[src/rtl/uart_receiver.sv]
// 16x-oversampled 8N1 UART receiver feeding a one-entry valid/ready holding register.
// Define UART_RX_PARITY_EN to receive 8E1 frames and drive parity_error.
module uart_receiver #(
    parameter int CLK_FREQ  = 50_000_000,
    parameter int BAUD_RATE = 115_200
) (
    input  logic       clock,
    input  logic       rst_n,
    input  logic       rxd,
    output logic [7:0] rx_data,
    output logic       rx_valid,
    input  logic       rx_ready,
    output logic       frame_error,
    output logic       overrun,
    output logic       parity_error,
    output logic [2:0] fsm_state
);

    localparam int DIV     = CLK_FREQ / (BAUD_RATE * 16);
    localparam int DIV_EFF = (DIV < 1) ? 1 : DIV;
    localparam int CW      = (DIV_EFF > 1) ? $clog2(DIV_EFF) : 1;
    localparam logic [CW-1:0] DIV_LAST = CW'(DIV_EFF - 1);

    typedef enum logic [2:0] {
        IDLE   = 3'd0,
        START  = 3'd1,
        DATA   = 3'd2,
        STOP   = 3'd3,
`ifdef UART_RX_PARITY_EN
        PARITY = 3'd5,
`endif
        BREAK  = 3'd4
    } state_t;

    // Output handshake: a byte is transferred on any rising edge where
    // rx_valid && rx_ready; rx_valid stays high until that transfer happens.

    state_t          state;
    logic [1:0]      sync_q;
    logic            rxs;
    logic            rxs_prev;
    logic [CW-1:0]   div_cnt;
    logic [3:0]      samp_cnt;
    logic [2:0]      bit_idx;
    logic [7:0]      shift;
    logic            deliver;
    logic            tick;
    logic            sample;
`ifdef UART_RX_PARITY_EN
    logic            parity_bad;
`endif

    assign rxs       = sync_q[1];
    assign tick      = (div_cnt == DIV_LAST);
    assign sample    = tick && (samp_cnt == 4'd7);
    assign fsm_state = state;

`ifndef UART_RX_PARITY_EN
    assign parity_error = 1'b0;
`endif

    always_ff @(posedge clock or negedge rst_n) begin
        if (!rst_n) begin
            state       <= IDLE;
            sync_q      <= 2'b11;
            rxs_prev    <= 1'b1;
            div_cnt     <= '0;
            samp_cnt    <= 4'd0;
            bit_idx     <= 3'd0;
            shift       <= 8'd0;
            deliver     <= 1'b0;
            rx_data     <= 8'd0;
            rx_valid    <= 1'b0;
            frame_error <= 1'b0;
            overrun     <= 1'b0;
`ifdef UART_RX_PARITY_EN
            parity_bad   <= 1'b0;
            parity_error <= 1'b0;
`endif
        end else begin
            sync_q      <= {sync_q[0], rxd};
            rxs_prev    <= rxs;
            deliver     <= 1'b0;
            frame_error <= 1'b0;
            overrun     <= 1'b0;
`ifdef UART_RX_PARITY_EN
            parity_error <= 1'b0;
`endif

            // Counters sit at zero while idle, so a start edge restarts them.
            if (state == IDLE) begin
                div_cnt  <= '0;
                samp_cnt <= 4'd0;
            end else if (tick) begin
                div_cnt  <= '0;
                samp_cnt <= samp_cnt + 4'd1;
            end else begin
                div_cnt  <= div_cnt + CW'(1);
            end

            case (state)
                IDLE: begin
                    if (rxs_prev && !rxs) state <= START;
                end
                START: begin
                    if (sample) begin
                        if (!rxs) begin
                            state   <= DATA;
                            bit_idx <= 3'd0;
                        end else begin
                            state   <= IDLE;
                        end
                    end
                end
                DATA: begin
                    if (sample) begin
                        shift   <= {rxs, shift[7:1]};
                        bit_idx <= bit_idx + 3'd1;
                        if (bit_idx == 3'd7) begin
`ifdef UART_RX_PARITY_EN
                            state <= PARITY;
`else
                            state <= STOP;
`endif
                        end
                    end
                end
`ifdef UART_RX_PARITY_EN
                PARITY: begin
                    if (sample) begin
                        parity_bad <= (rxs != ^shift);
                        state      <= STOP;
                    end
                end
`endif
                STOP: begin
                    if (sample) begin
                        if (rxs) begin
                            deliver     <= 1'b1;
                            state       <= IDLE;
                        end else begin
                            frame_error <= 1'b1;
                            state       <= BREAK;
                        end
                    end
                end
                BREAK: begin
                    if (rxs) state <= IDLE;
                end
                default: state <= IDLE;
            endcase

            // shift is stable for many cycles after the stop sample, so it is loaded directly.
            if (deliver) begin
                if (!rx_valid || rx_ready) begin
                    rx_data  <= shift;
                    rx_valid <= 1'b1;
                end else begin
                    overrun  <= 1'b1;
                end
`ifdef UART_RX_PARITY_EN
                parity_error <= parity_bad;
`endif
            end else if (rx_valid && rx_ready) begin
                rx_valid <= 1'b0;
            end
        end
    end

endmodule

[config.mk]
export PLATFORM = sky130hd
export DESIGN_NAME = uart_receiver
export DESIGN_NICKNAME = d
export VERILOG_FILES = /design/src/rtl/uart_receiver.sv
export SDC_FILE = /design/constraint.sdc
export NUM_CORES = 1
export LEC_CHECK = 0
export ABC_AREA = 1
export CORE_MARGIN = 10
export CORE_UTILIZATION = 40
export CTS_BUF_LIST = sky130_fd_sc_hd__clkbuf_16
export DETAILED_ROUTE_END_ITERATION = 12
export PLACE_DENSITY = 0.61
export SYNTH_ARGS = -nofsm -noshare
export SYNTH_HDL_FRONTEND = slang
export SYNTH_SLANG_ARGS = --single-unit
[constraint.sdc]
create_clock -name clock -period 3.5 [get_ports clock]
set_input_delay 1.05 -clock clock [delete_from_list [all_inputs] [get_ports clock]]
set_output_delay 1.05 -clock clock [all_outputs]
set_load 0.01 [all_outputs]
After elaboration in Yosys (flattened, before gate mapping)
Cells that the tools add are included.

operators by class
  eq/ne operators = 15
  mux-type cells = 28
  reduce and logical (&&, ||, !) cells = 15
  add/subtract/negate cells = 3

operator list
  kind                   number
  $mux W3                10
  $pmux W3 S5            1
  $ne A2 B2 Y1 const B   6
  $mux W1                11
  $mux W5                2
  $mux W4                2
  $eq A3 B2 Y1 const B   2
  $eq A3 B3 Y1 const B   2
  $pmux W3 S2            1
  $reduce_and A2 Y1      3
  $reduce_and A6 Y1      1
  $reduce_bool A2 Y1     3
  $add A5 B1 Y5 const B  1
  $eq A5 B5 Y1 const B   1
  $add A4 B1 Y4 const B  1
  $eq A4 B3 Y1 const B   1
  $ne A2 B1 Y1 const B   2
  $reduce_and A4 Y1      1
  $add A3 B1 Y3 const B  1
  $eq A3 B1 Y1 const B   1
  $logic_and A1 B1 Y1    3
  $logic_not A3 Y1       1
  $logic_not A1 Y1       2
  $mux W2                1
  $logic_or A1 B1 Y1     1

word-level totals
  bits of input ports = 4
  output and inout bits = 15
  bits in registers = 38
  logic and storage cells = 73

Longest topological paths before layout
  word-level depth = 4
  mapped depth = 9
  depth with buffers taken out = 9

Worst setup path after synthesis
No wires, ideal clock.

  kind = input to register
  from = input port rx_ready
  to = register rx_data[1]
  path buffers = 1
  data required time = 3.369 ns
  stages = 5
  setup time = 0.131 ns
  setup slack = 1.752 ns
  arrival time = 1.617 ns
  cells stage by stage = inv_1 -> nand2_1 -> nand2_1 -> clkbuf_1 -> o21ai_0

between the ends
  cells in the longest elaborated chain, start to end = 2

ends and longest elaborated chain
  item                         line  RTL
  from (decl)                  12    input logic rx_ready,
  $logic_or A1 B1 Y1           155   if (!rx_valid || rx_ready) begin
  $reduce_and A2 Y1 (no line)  n/a
  to (signal assigned)         156   rx_data <= shift;
  to (decl)                    10    output logic [7:0] rx_data,

Every way passes these cells.
A chain may end at the register's enable or synchronous reset.

Final worst setup path
  from = register state[1], in the netlist fsm_state[1]
  to = output port fsm_state[1]

RTL lines
  item                    line  RTL
  from (decl)             38    state_t state;
  from (signal assigned)  64    state <= IDLE;
  from (signal assigned)  103   if (rxs_prev && !rxs) state <= START;
  from (signal assigned)  108   state <= DATA;
  to (decl)               16    output logic [2:0] fsm_state

No word-level cell between the ends.

==> impl_metrics.ini <==
[timing]
slew_headroom = 0.455
fin_worst_skew_ns = 0.00668
rsz0062_at_grt = no
max_freq_mhz = 427
min_period_over_period = 0.670
final_max_slew_viol_count = 0
hold_violations = 0
min_period_ns = 2.34
setup_violations = 0
tightest_slew_ns = 0.817
fin_setup_tns_ns = 0
layout_setup_ws_ns = 1.16

[critical_path]
path_cells = clkdlybuf4s50_1
crit_fanout = 6
worst_setup_path_start_kind = register
crit_path_end_kind = primary output
critPathKind = register to primary output
crit_arrival_ns = 1.29
crit_path_top_delay_cell = clkdlybuf4s50_1
critical-path-top-delay-family = buffers and inverters
cp_data_required_time_ns = 2.45
cpPeakStageDelay_ns = 0.58
path_buf_inv = 1

[routing]
drc = 0
first_iter_violations = 82
ant_nets = 0
vias_per_cell = 4.63
vias = 1112
wl_um = 2740
post_drt_wl_per_cell_um = 11.4
drtPass1Iterations = 4

[global_route]
grt_max_degree = 39
antenna_found_initial = 0
grt.overflow.total = 0
grt_pass1_vias = 1123
grt.total_usage = 0.0887
grt_pass1_wl_um = 5140

[logic_synthesis]
synthTopCellsByArea = dfrtp_1, nand2_1, o21ai_0
syn-cell-area_mm2 = 0.00164
ys_warn_count = 0
syn-num-nets = 177
synth_edf_count = 0
ys_async_sr_fraction = 1.00
synth.most_common_cell = nand2_1
seq_area_frac_synth = 0.584
yosys.area.top_type_share = 0.536
ys_ff_latch = 38
synth_area_per_cell_um2 = 9.73
synth_top_area_cell = dfrtp_1
dominantRegCellSynth = dfrtp_1
synth.distinct_cells = 28
synth_commonest_cells = nand2_1, dfrtp_1, inv_1, o21ai_0, nand3_1
synthCells = 168

[clock_network]
cts_buffer_depth = 2
ctsResizeCount = 0
clk_pin_slew_ns = 0.05
insertion_delay_ns = 0.28
postCtsSetupBuffers = 0
cts-root-buf = clkbuf_16
numCtsBuffers = 5
cts_tree = done
htree_num_levels = 2
hold_buffers = 0
numClockSinks = 38

[die]
coreArea_mm2 = 0.00397
die_area_mm2 = 0.00705
start_util = 0.412
rows = 23
ios = 19
fp.dieH_um = 83.9
die_w_um = 83.9

[power]
peakVddDrop_v = 0.000292
power.leakage_nw = 0.955
power_density_mw_per_mm2 = 568

[placement]
place_ws_ns = 1.07
portBuffers = 17
finalWeightedCongestion = 0.771
place_hpwl_um = 1940

[layout]
areaGrowthSynthToFinish_pct = 20.5
nets = 198
fillerInstances = 363
drive_above_1_share = 0.126
n_antenna_cell = 0

[flow_run]
drv_cap = 0

[min_path]
hp-class = register to register

[outcome]
outcome = complete, no violations
[cell usage in the layout, fill, tap and decap left out]
cell / instances
nand3_1: 11
nor3_1: 3
conb_1: 1
o21ai_1: 2
nor3b_1: 1
xor2_1: 2
nor2_4: 1
nand2_1: 38
inv_1: 21
ha_1: 5
dfrtp_1: 35
or2_2: 1
clkbuf_16: 5
xnor2_1: 1
nor2_8: 1
buf_2: 1
mux2_2: 1
o21ai_2: 1
a21oi_1: 3
nand4_1: 2
clkinv_2: 2
o21ai_0: 16
dfstp_2: 3
nor2_2: 1
nor2_1: 9
clkdlybuf4s50_1: 16
nand2_2: 5
nand2_4: 1
inv_2: 1
[path summary, 6_finish.rpt]
| kind | depth (start not counted) | end | start | slack, ns |
|---|---|---|---|---|
| setup / recovery | 1 | fsm_state[1] | fsm_state[1]$_DFFE_PN0P_ | 1.16 |
| hold / removal | 0 | sync_q[1]$_DFF_PN1_ | sync_q[0]$_DFF_PN1_ | 0.36 |
| setup reg to reg | 9 | shift[0]$_DFFE_PN0P_ | div_cnt[0]$_DFF_PN0_ | 1.92 |
| hold reg to reg | 0 | sync_q[1]$_DFF_PN1_ | sync_q[0]$_DFF_PN1_ | 0.36 |
| max in group asynchronous | 1 | bit_idx[2]$_DFFE_PN0P_ | rst_n | 2.12 |
| min in group asynchronous | 1 | samp_cnt[2]$_DFFE_PN0P_ | rst_n | 0.87 |
[state kept, by name, summed over array words and instances, names as in the netlist]
register / cells
bit_idx: 3
deliver: 1
div_cnt: 5
frame_error: 1
fsm_state: 3
overrun: 1
rx_data: 8
rx_valid: 1
rxs_prev: 1
samp_cnt: 4
shift: 8
sync_q: 2
[cell type report]
type,instances,area [µm²],area share
clock inverters,3,13.8,0.00698
clock buffers,5,125,0.0635
inverters,21,78.8,0.0400
repair buffers,17,165,0.0838
flip-flops and latches,38,955,0.484
well taps,50,62.6,0.0317
multi-input cells,106,571,0.290
[cells by family after synthesis]
group	share of synthesized area
buffers and inverters	0.0673
other	0.00229
xor gates and xnor gates	0.0161
muxes	0.00689
AOI/OAI and AO/OA	0.0696
and+or+nand+nor	0.216
DFF	0.584
adders and majority gates	0.0383
[metal layers]
metal / up-vias / global-route usage / routed length, µm
met4: 0 / 0.0365 / 48
met2: 21 / 0.139 / 1250
met5: - / 0 / 0
met3: 5 / 0.0449 / 175
li1: 571 / - / -
met1: 515 / 0.0997 / 1270
[power breakdown]
group	leakage, nW	switching [W]	internal [W]
combinational	0.365	0.000123	0.0000743
sequential	0.515	0.0000352	0.000470
clock	0.0748	0.000160	0.000258
total	0.955	0.000318	0.000802
[stage by stage]
step | power [W] | instance area, µm² | utilization | hold WS [ns] | std cells
2_1_floorplan | 0.000645 | 1640 | - | 0.345 | 168
3_3_place_gp | 0.000701 | 1830 | 0.461 | 0.346 | 232
3_5_place_dp | 0.000711 | 1830 | 0.461 | 0.349 | 232
4_1_cts | 0.00114 | 1970 | 0.496 | 0.357 | 240
5_1_grt | 0.00119 | 1970 | 0.496 | 0.359 | 240
6_report | 0.00112 | 1970 | 0.496 | 0.357 | 240
Power figures use the tool's default switching activity.
